<file path="src/rtl/sprite_mem_arbiter_if.sv">
// Bundle between sprite fetch engines, the shared on_chip_mem read port and the arbiter.
// The slave modport is the arbiter's view; master is the surrounding fabric (requesters + memory).
interface sprite_mem_arbiter_if #(
  parameter int NUM_REQ    = 4,
  parameter int ADDR_WIDTH = 22,
  parameter int DATA_WIDTH = 8
) ();
  logic [NUM_REQ-1:0]            req;
  logic [NUM_REQ-1:0]            lock;
  logic [NUM_REQ*ADDR_WIDTH-1:0] req_addr;
  logic [NUM_REQ-1:0]            gnt;
  logic [ADDR_WIDTH-1:0]         mem_addr;
  logic [DATA_WIDTH-1:0]         mem_data;
  logic [NUM_REQ-1:0]            rvalid;
  logic [DATA_WIDTH-1:0]         rdata;
  logic                          busy;

  modport master (
    output req, lock, req_addr, mem_data,
    input  gnt, mem_addr, rvalid, rdata, busy
  );

  modport slave (
    input  req, lock, req_addr, mem_data,
    output gnt, mem_addr, rvalid, rdata, busy
  );
endinterface

</file>
<file path="src/rtl/sprite_mem_arbiter.sv">
// Round-robin arbiter (bounded lock bursts) sharing the on_chip_mem read port; routes data back by id.
// Grant is combinational; rvalid/rdata arrive MEM_LATENCY+1 cycles after gnt; no backpressure on return.
module sprite_mem_arbiter #(
  parameter int NUM_REQ     = 4,
  parameter int ADDR_WIDTH  = 22,
  parameter int DATA_WIDTH  = 8,
  parameter int MEM_LATENCY = 2,
  parameter int MAX_BURST   = 8
) (
  input logic                clk,
  input logic                reset,
  sprite_mem_arbiter_if.slave bus
);
  localparam int IDW = $clog2(NUM_REQ);
  localparam int CW  = $clog2(MAX_BURST + 1);

  logic [IDW-1:0]        rr_ptr;
  logic [CW-1:0]         burst_cnt;
  logic [IDW-1:0]        owner;
  logic                  owner_vld;
  logic [ADDR_WIDTH-1:0] mem_addr_q;
  logic [MEM_LATENCY-1:0] pipe_vld;
  logic [IDW-1:0]        pipe_id [MEM_LATENCY];
  logic [NUM_REQ-1:0]    rvalid_q;

  logic                  gnt_vld;
  logic [IDW-1:0]        gnt_id;
  logic [NUM_REQ-1:0]    gnt_oh;
  logic [IDW-1:0]        owner_nxt;
  logic                  owner_vld_nxt;
  logic [CW-1:0]         cnt_nxt;
  logic [CW-1:0]         cnt_n;
  logic [NUM_REQ-1:0]    rvalid_nxt;
  logic [ADDR_WIDTH-1:0] addr_arr [NUM_REQ];

  function automatic logic [IDW-1:0] wrap_add(input logic [IDW-1:0] a, input int b);
    int s;
    s = int'(a) + b;
    if (s >= NUM_REQ) s = s - NUM_REQ;
    return IDW'(s);
  endfunction

  for (genvar g = 0; g < NUM_REQ; g++) begin : g_addr
    assign addr_arr[g] = bus.req_addr[g*ADDR_WIDTH +: ADDR_WIDTH];
  end

  // A locked owner keeps the port until it lets go or uses up its burst allowance.
  always_comb begin
    gnt_vld = 1'b0;
    gnt_id  = '0;
    if (owner_vld && bus.req[owner] && bus.lock[owner] && (burst_cnt < CW'(MAX_BURST))) begin
      gnt_vld = 1'b1;
      gnt_id  = owner;
    end else begin
      for (int k = NUM_REQ - 1; k >= 0; k--) begin
        if (bus.req[wrap_add(rr_ptr, k)]) begin
          gnt_vld = 1'b1;
          gnt_id  = wrap_add(rr_ptr, k);
        end
      end
    end
  end

  always_comb begin
    gnt_oh = '0;
    if (gnt_vld && !reset) gnt_oh[gnt_id] = 1'b1;
  end

  always_comb begin
    owner_nxt     = owner;
    owner_vld_nxt = owner_vld;
    cnt_nxt       = burst_cnt;
    cnt_n         = CW'(1);
    if (owner_vld && !(bus.req[owner] && bus.lock[owner])) begin
      owner_vld_nxt = 1'b0;
      cnt_nxt       = '0;
    end
    if (gnt_vld) begin
      if (bus.lock[gnt_id]) begin
        if (owner_vld && (owner == gnt_id)) cnt_n = burst_cnt + CW'(1);
        // Hitting the cap releases ownership so round robin moves past this requester.
        if (cnt_n >= CW'(MAX_BURST)) begin
          owner_vld_nxt = 1'b0;
          cnt_nxt       = '0;
        end else begin
          owner_vld_nxt = 1'b1;
          owner_nxt     = gnt_id;
          cnt_nxt       = cnt_n;
        end
      end else begin
        owner_vld_nxt = 1'b0;
        cnt_nxt       = CW'(1);
      end
    end
  end

  always_comb begin
    rvalid_nxt = '0;
    if (pipe_vld[MEM_LATENCY-1]) rvalid_nxt[pipe_id[MEM_LATENCY-1]] = 1'b1;
  end

  always_ff @(posedge clk or posedge reset) begin
    if (reset) begin
      rr_ptr     <= '0;
      burst_cnt  <= '0;
      owner      <= '0;
      owner_vld  <= 1'b0;
      mem_addr_q <= '0;
      pipe_vld   <= '0;
      rvalid_q   <= '0;
      for (int s = 0; s < MEM_LATENCY; s++) pipe_id[s] <= '0;
    end else begin
      owner     <= owner_nxt;
      owner_vld <= owner_vld_nxt;
      burst_cnt <= cnt_nxt;
      if (gnt_vld) begin
        mem_addr_q <= addr_arr[gnt_id];
        rr_ptr     <= wrap_add(gnt_id, 1);
      end
      // Id pipe mirrors the memory latency so each return lands on its requester.
      pipe_vld[0] <= gnt_vld;
      pipe_id[0]  <= gnt_id;
      for (int s = 1; s < MEM_LATENCY; s++) begin
        pipe_vld[s] <= pipe_vld[s-1];
        pipe_id[s]  <= pipe_id[s-1];
      end
      rvalid_q <= rvalid_nxt;
    end
  end

  assign bus.gnt      = gnt_oh;
  assign bus.mem_addr = mem_addr_q;
  assign bus.rvalid   = rvalid_q;
  assign bus.rdata    = bus.mem_data;
  assign bus.busy     = |pipe_vld;
endmodule

</file>
<file path="src/flat_wrapper.sv">
// flat-port wrapper written by rule: the top's interface ports become plain ports
module sprite_mem_arbiter_flat 
#(
  parameter int NUM_REQ     = 4,
  parameter int ADDR_WIDTH  = 22,
  parameter int DATA_WIDTH  = 8,
  parameter int MEM_LATENCY = 2,
  parameter int MAX_BURST   = 8
)
  (clk, reset, bus_req, bus_lock, bus_req_addr, bus_mem_data, bus_gnt, bus_mem_addr, bus_rvalid, bus_rdata, bus_busy);
  sprite_mem_arbiter_if #(.NUM_REQ(NUM_REQ), .ADDR_WIDTH(ADDR_WIDTH), .DATA_WIDTH(DATA_WIDTH)) bus_i ();
  input logic clk;
  input logic reset;
  input wire logic [$bits(bus_i.req)-1:0] bus_req;
  input wire logic [$bits(bus_i.lock)-1:0] bus_lock;
  input wire logic [$bits(bus_i.req_addr)-1:0] bus_req_addr;
  input wire logic [$bits(bus_i.mem_data)-1:0] bus_mem_data;
  output wire logic [$bits(bus_i.gnt)-1:0] bus_gnt;
  output wire logic [$bits(bus_i.mem_addr)-1:0] bus_mem_addr;
  output wire logic [$bits(bus_i.rvalid)-1:0] bus_rvalid;
  output wire logic [$bits(bus_i.rdata)-1:0] bus_rdata;
  output wire logic [$bits(bus_i.busy)-1:0] bus_busy;
  assign bus_i.req = bus_req;
  assign bus_i.lock = bus_lock;
  assign bus_i.req_addr = bus_req_addr;
  assign bus_i.mem_data = bus_mem_data;
  assign bus_gnt = bus_i.gnt;
  assign bus_mem_addr = bus_i.mem_addr;
  assign bus_rvalid = bus_i.rvalid;
  assign bus_rdata = bus_i.rdata;
  assign bus_busy = bus_i.busy;
  sprite_mem_arbiter #(.NUM_REQ(NUM_REQ), .ADDR_WIDTH(ADDR_WIDTH), .DATA_WIDTH(DATA_WIDTH), .MEM_LATENCY(MEM_LATENCY), .MAX_BURST(MAX_BURST)) u_core (.clk(clk), .reset(reset), .bus(bus_i));
endmodule
</file>
<file path="config.mk">
export PLATFORM = sky130hd
export DESIGN_NAME = sprite_mem_arbiter_flat
export DESIGN_NICKNAME = d
export VERILOG_FILES = /design/src/rtl/sprite_mem_arbiter_if.sv /design/src/rtl/sprite_mem_arbiter.sv /design/src/flat_wrapper.sv
export SDC_FILE = /design/constraint.sdc
export NUM_CORES = 1
export LEC_CHECK = 0
export ABC_CLOCK_PERIOD_IN_PS = 2400
export BUFFER_PORTS_ARGS = -buffer_cell sky130_fd_sc_hd__buf_2
export CAP_MARGIN = 20
export CORE_MARGIN = 4
export CORE_UTILIZATION = 40
export CTS_BUF_LIST = sky130_fd_sc_hd__clkbuf_4 sky130_fd_sc_hd__clkbuf_8
export DETAILED_ROUTE_END_ITERATION = 10
export GPL_ROUTABILITY_DRIVEN = 0
export PLACE_DENSITY_LB_ADDON = 0.3
export SYNTH_ARGS = -nofsm -noshare
export SYNTH_HDL_FRONTEND = slang
export SYNTH_SLANG_ARGS = --single-unit
export TNS_END_PERCENT = 5
</file>
<file path="constraint.sdc">
create_clock -name clk -period 2.4 [get_ports clk]
set_input_delay 0.24 -clock clk [delete_from_list [all_inputs] [get_ports clk]]
set_output_delay 0.24 -clock clk [all_outputs]
set_load 0.02 [all_outputs]
</file>
# After elaboration in Yosys (flattened, before gate mapping)
# Index checks and enable logic that the tools add are counted.
# op_classes
addsub	10
bitwise	2
n_mux	53
n_eq_ne	1
magnitude_cmp	17
n_reduce_logical	14
# ops
cell	count
22-bit binary-select mux with 2-bit select	1
22-bit 2-to-1 mux	2
4-bit 2-to-1 mux	9
2-bit 2-to-1 mux	14
2-bit by 3-bit < comparator with 1-bit output (second input constant)	7
1-bit 2-to-1 mux	18
3-bit >= comparator (second input constant)	5
1-bit binary-select mux with 2-bit select	7
2-bit by 1-bit subtractor with 2-bit output (second input constant)	5
1-bit logical AND	9
2-bit by 1-bit adder with 3-bit output (second input constant)	2
2-bit by 2-bit adder with 3-bit output (second input constant)	2
4-bit by 1-bit adder with 4-bit output (second input constant)	1
1-bit demux with 2-bit select	2
2-bit by 1-bit >= comparator with 1-bit output (second input constant)	2
4-bit >= comparator (second input constant)	1
4-bit < comparator (second input constant)	1
2-bit by 3-bit >= comparator with 1-bit output (second input constant)	1
2-bit inverter with 3-bit output	1
3-bit AND reduction	1
2-bit equality test	1
1-bit zero test	2
2-bit nonzero test	1
2-bit OR reduction	1
1-bit inverter	1
# word_totals
output_inout_bits	39
reg_bits	41
word_cells	106
in_bits	106

# Longest topological paths before layout
# logic_depth
word_depth	22
mapped_depth	9
ltp_nobuf	8

# Least setup slack after synthesis
# No wires, ideal clock.
# synth_path
path_type	register -> output
startpoint	reg u_core.owner[0]
endpoint	out bus_gnt[0]
required_time_ps	2160
arrival_ps	1937
setup_slack_ps	223
stages_incl_launch_ff	9
n_path_buf	1
cell_sequence	dfrtp_1 nand4bb_1 a41oi_4 nand2_1 o21a_2 inv_2 buf_2 ha_1 and3_1
# synth_via
elab_chain_len	11
word_cells_on_any_way	16
classes_between	order compare: 2; mux: 9; reduce/logical: 5
# synth_lines
item	line_no	text
start: declaration	sprite_mem_arbiter.sv:19	logic [IDW-1:0] owner;
start signal: assignment	sprite_mem_arbiter.sv:113	owner <= owner_nxt;
1-bit binary-select mux with 2-bit select	sprite_mem_arbiter.sv:51	if (owner_vld && bus.req[owner] && bus.lock[owner] && (burst_cnt < CW'(MAX_BURST))) begin
1-bit 2-to-1 mux (not written as such)	sprite_mem_arbiter.sv:51	
1-bit logical AND (3 in a row)	sprite_mem_arbiter.sv:51	
2-bit 2-to-1 mux	sprite_mem_arbiter.sv:51	
2-bit by 3-bit < comparator with 1-bit output (not written as such) or 2-bit by 1-bit >= comparator with 1-bit output (tied branches)	sprite_mem_arbiter.sv:66	if (gnt_vld && !reset) gnt_oh[gnt_id] = 1'b1;
1-bit logical AND (not written as such)	sprite_mem_arbiter.sv:66	
1-bit 2-to-1 mux (not written as such)	sprite_mem_arbiter.sv:66	
1-bit demux with 2-bit select	-	
4-bit 2-to-1 mux (*)	sprite_mem_arbiter.sv:66	
end: declaration	flat_wrapper.sv:18	output wire logic [$bits(bus_i.gnt)-1:0] bus_gnt;
# Mark *: on every way between the ends. The rest lies on a longest branch, timed or not. The select of a mux whose other input is x is not followed.

# Worst setup path after layout
# layout_path
startpoint	reg u_core.owner[0]
endpoint	out bus_gnt[1]
# The elaborated chain is that of the path after synthesis.

==> results.py <==
metrics = {
    "run_status": {
        "status": "finished with violations",
        "violations": "setup timing",
    },
    "synthesis": {
        "synth_cells": 323,
        "synth_fa_ha_area_frac": 0.0234,
        "synth_cell_types": 45,
        "ys_warn_count": 0,
        "synth_simple_gate_area_share": 0.362,
        "synth-compound-area-share": 0.146,
        "syn_nets": 434,
        "synth_area_per_cell_um2": 8.26,
        "synth-xor-area-share": 0.00328,
        "synth_ff_type": "dfrtp_1",
        "synth_top_family_by_area": "simple AND/OR/NAND/NOR gates",
        "synth_enable_flop_cells": 0,
        "synthArstFlopShare": 1.00,
        "syn_area_um2": 2670,
        "yosysSeqAreaShare": 0.384,
        "synth.area.mux_share": 0.0159,
        "synth_seq_cells": 41,
    },
    "routing": {
        "drt_iter0_drc": 102,
        "post_drt_wl_per_cell_um": 15.0,
        "detail_route.drc_violations": 0,
        "vias_per_cell": 5.21,
        "vias": 2790,
        "drt_pass1_iterations": 4,
        "wirelength_um": 8040,
        "postRouteAntennaNets": 0,
    },
    "timing": {
        "hold_viol": 0,
        "drv_slew": 0,
        "tns_ps": -13.9,
        "fmax_mhz": 414,
        "hold_slack_ps": 321,
        "slew_headroom": 0.646,
        "setup_ws_ps": -13.9,
        "finalCritPeriodShare": 1.01,
        "post-route-min-period_ps": 2410,
        "tightest_slew_ps": 530,
        "setup_viol": 1,
        "rsz0062_at_grt": "yes",
        "fin_worst_skew_ps": 6.78,
    },
    "place": {
        "placed_area_um2": 3350,
        "portBuffers": 128,
        "hpwl_um": 5650,
    },
    "cts": {
        "cts.sinks": 41,
        "root_buffer": "clkbuf_8",
        "clk_path_buf_depth": 2,
        "cts_tree": "built",
        "numCtsBuffers": 5,
        "path_clk_slew_ps": 80,
        "clock_latency_ps": 290,
        "htreeDepth": 2,
    },
    "critical_path": {
        "path_max_fanout": 5,
        "cp-end-kind": "output pin",
        "crit_buf_inv": 3,
        "rr_startpoint": "u_core.owner[0]",
        "crit_arrival_ps": 2170,
        "startpoint": "u_core.owner[0]",
        "cpMostUsedCell": "buf_4",
        "required_ps": 2160,
        "worst_path_max_delay_cell": "dfrtp_2",
        "cpPeakStageDelay_ps": 440,
        "cp_cell_sequence": "nand4bb_4 -> a41oi_4 -> buf_4 -> o21a_4 -> buf_12 -> ha_2 -> and3_1 -> buf_4",
        "critical-path-top-delay-family": "compound AO/OA/AOI/OAI gates",
        "setup.worst_path.class": "flip-flop to output pin",
        "crit_path_start_kind": "flip-flop",
    },
    "cells_and_area": {
        "syn2layout_area_growth_pct": 39.6,
        "antenna_cells": 0,
        "drive_above_1_share": 0.423,
        "nNetsFinal": 571,
        "stdcell_area_um2": 3720,
    },
    "floorplanning": {
        "num_rows": 29,
        "die_area_um2": 8040,
        "coreArea_um2": 6420,
        "die_x_um": 89.7,
        "initial_core_util": 0.416,
        "die_h_um": 89.7,
        "io_pins": 145,
    },
    "global_route": {
        "antenna_found_initial": 0,
        "grt_pass1_wl_um": 11800,
        "grt_max_degree": 47,
        "first_global_vias": 2614,
        "globalRouteOverflowTotal": 0,
        "grt_usage": 0.189,
    },
    "power_and_ir_drop": {
        "peakVddDrop_uv": 459,
        "power_leakage_nw": 1.93,
        "power_density_nw_per_um2": 1360,
    },
    "flow_run": {
        "cap_violations": 0,
    },
    "hold_path": {
        "min_from": "bus_req_addr[22]",
        "hp-class": "input port to flip-flop",
    },
}
-- worst register-to-register path, stage by stage (launching register included) --
cell      delay (ps)
dfrtp_2          440
buf_6            130
nand4b_1         140
a41oi_4          180
o32ai_4          380
buf_4            220
mux2i_4          270
mux2i_4          110
and2_4           160
a32o_2           250
-- cells by family (layout without fill, tap and decap cells) --
group | Yosys count | after routing
AO/OA/AOI/OAI | 41 | 41
XOR/XNOR | 1 | 1
adder cells (fa/ha/maj) | 5 | 5
buffers and inverters | 31 | 167
flip-flops | 41 | 41
multiplexers | 3 | 3
AND/OR/NAND/NOR | 201 | 201
-- registers in the layout, indices dropped and copies added (netlist names) --
| register | count |
|---|---|
| u_core.owner | 2 |
| u_core.bus.mem_addr | 22 |
| u_core.pipe_id | 4 |
| u_core.rr_ptr | 2 |
| u_core.pipe_vld | 2 |
| u_core.burst_cnt | 4 |
| u_core.bus.rvalid | 4 |
| u_core.owner_vld | 1 |
-- cell usage after synthesis (2+ instances only) --
cell type    n  share of area
a211oi_1     2         0.0056
o31ai_1     13          0.037
ha_1         5          0.023
or3_1        2         0.0047
mux2i_1      2         0.0075
and3_1      49           0.11
nor2_1       5         0.0070
a21oi_1      4         0.0075
nand2_1    120           0.17
buf_2        3         0.0056
nand4b_1     2         0.0066
dfrtp_1     41           0.38
o21ai_0      3         0.0056
o31ai_2      9          0.042
inv_1        3         0.0042
nand2b_1     2         0.0047
nand3_1      2         0.0038
or4_1        2         0.0056
clkbuf_1     9          0.013
buf_4       14          0.039
nor2b_1      7          0.016
-- final timing paths --
check / endpoint / slack, ps / depth (start not counted)
worst min register to register: u_core.pipe_id[1] / 350 / 0
max in group asynchronous: u_core.bus.rvalid[1] / 1170 / 4
worst min-delay path: u_core.bus.mem_addr[0] / 320 / 4
worst max-delay path: bus_gnt[1] / -10 / 8
worst max register to register: u_core.burst_cnt[1] / 20 / 9
min in group asynchronous: u_core.rr_ptr[1] / 550 / 3
-- what timing repair did --
action                                 CTS  global route
endpoints found under the hold margin   17             0
hold buffers                             1             0
setup endpoints to repair                4            20
pin swaps                                3             2
buffers inserted                        11             4
gates cloned                             2             0
resized for setup                       11            16
-- layout make-up --
type | instances | area [um^2]
Clock inverter | 1 | 5.00
Fill cell | 593 | 2700
Inverter | 5 | 21.3
Timing Repair Buffer | 156 | 945
Multi-Input combinational cell | 251 | 1560
Clock buffer | 5 | 68.8
Tap cell | 77 | 96.3
Sequential cell | 41 | 1030
-- per-layer routing --
metal  vias to the layer above  track usage  routed length (um)
met1                      1271        0.238                3310
met2                       129        0.324                4010
met3                        13       0.0365                 605
met5                         -            0                   0
li1                       1377            -                   -
met4                         0       0.0622                 123
-- report_power, final --
part | switching [mW] | internal (mW) | total (mW)
clock | 0.220 | 0.191 | 0.412
sequential | 0.206 | 1.03 | 1.24
combinational | 1.76 | 1.65 | 3.41
-- placed cells by master (no fill, tap or decap), types with 3 or more instances in the layout --
master      n
a21oi_1     3
and3_1     47
buf_2     124
buf_4      23
buf_6       5
clkbuf_8    5
dfrtp_1    39
mux2i_4     3
nand2_1   120
nor2_1      5
nor2b_1     7
o21ai_0     3
o31ai_1    12
o31ai_2    10
-- metrics by stage --
step,power [mW],setup slack [ps],std cells,utilization
2_1_floorplan,3.26,223,323,-
3_3_place_gp,3.97,133,512,0.521
3_5_place_dp,4.02,47.8,512,0.521
4_1_cts,4.91,-14.2,532,0.562
5_1_grt,5.47,-95.6,536,0.580
6_report,5.06,-13.9,536,0.580
Power figures use the tool's default switching activity.
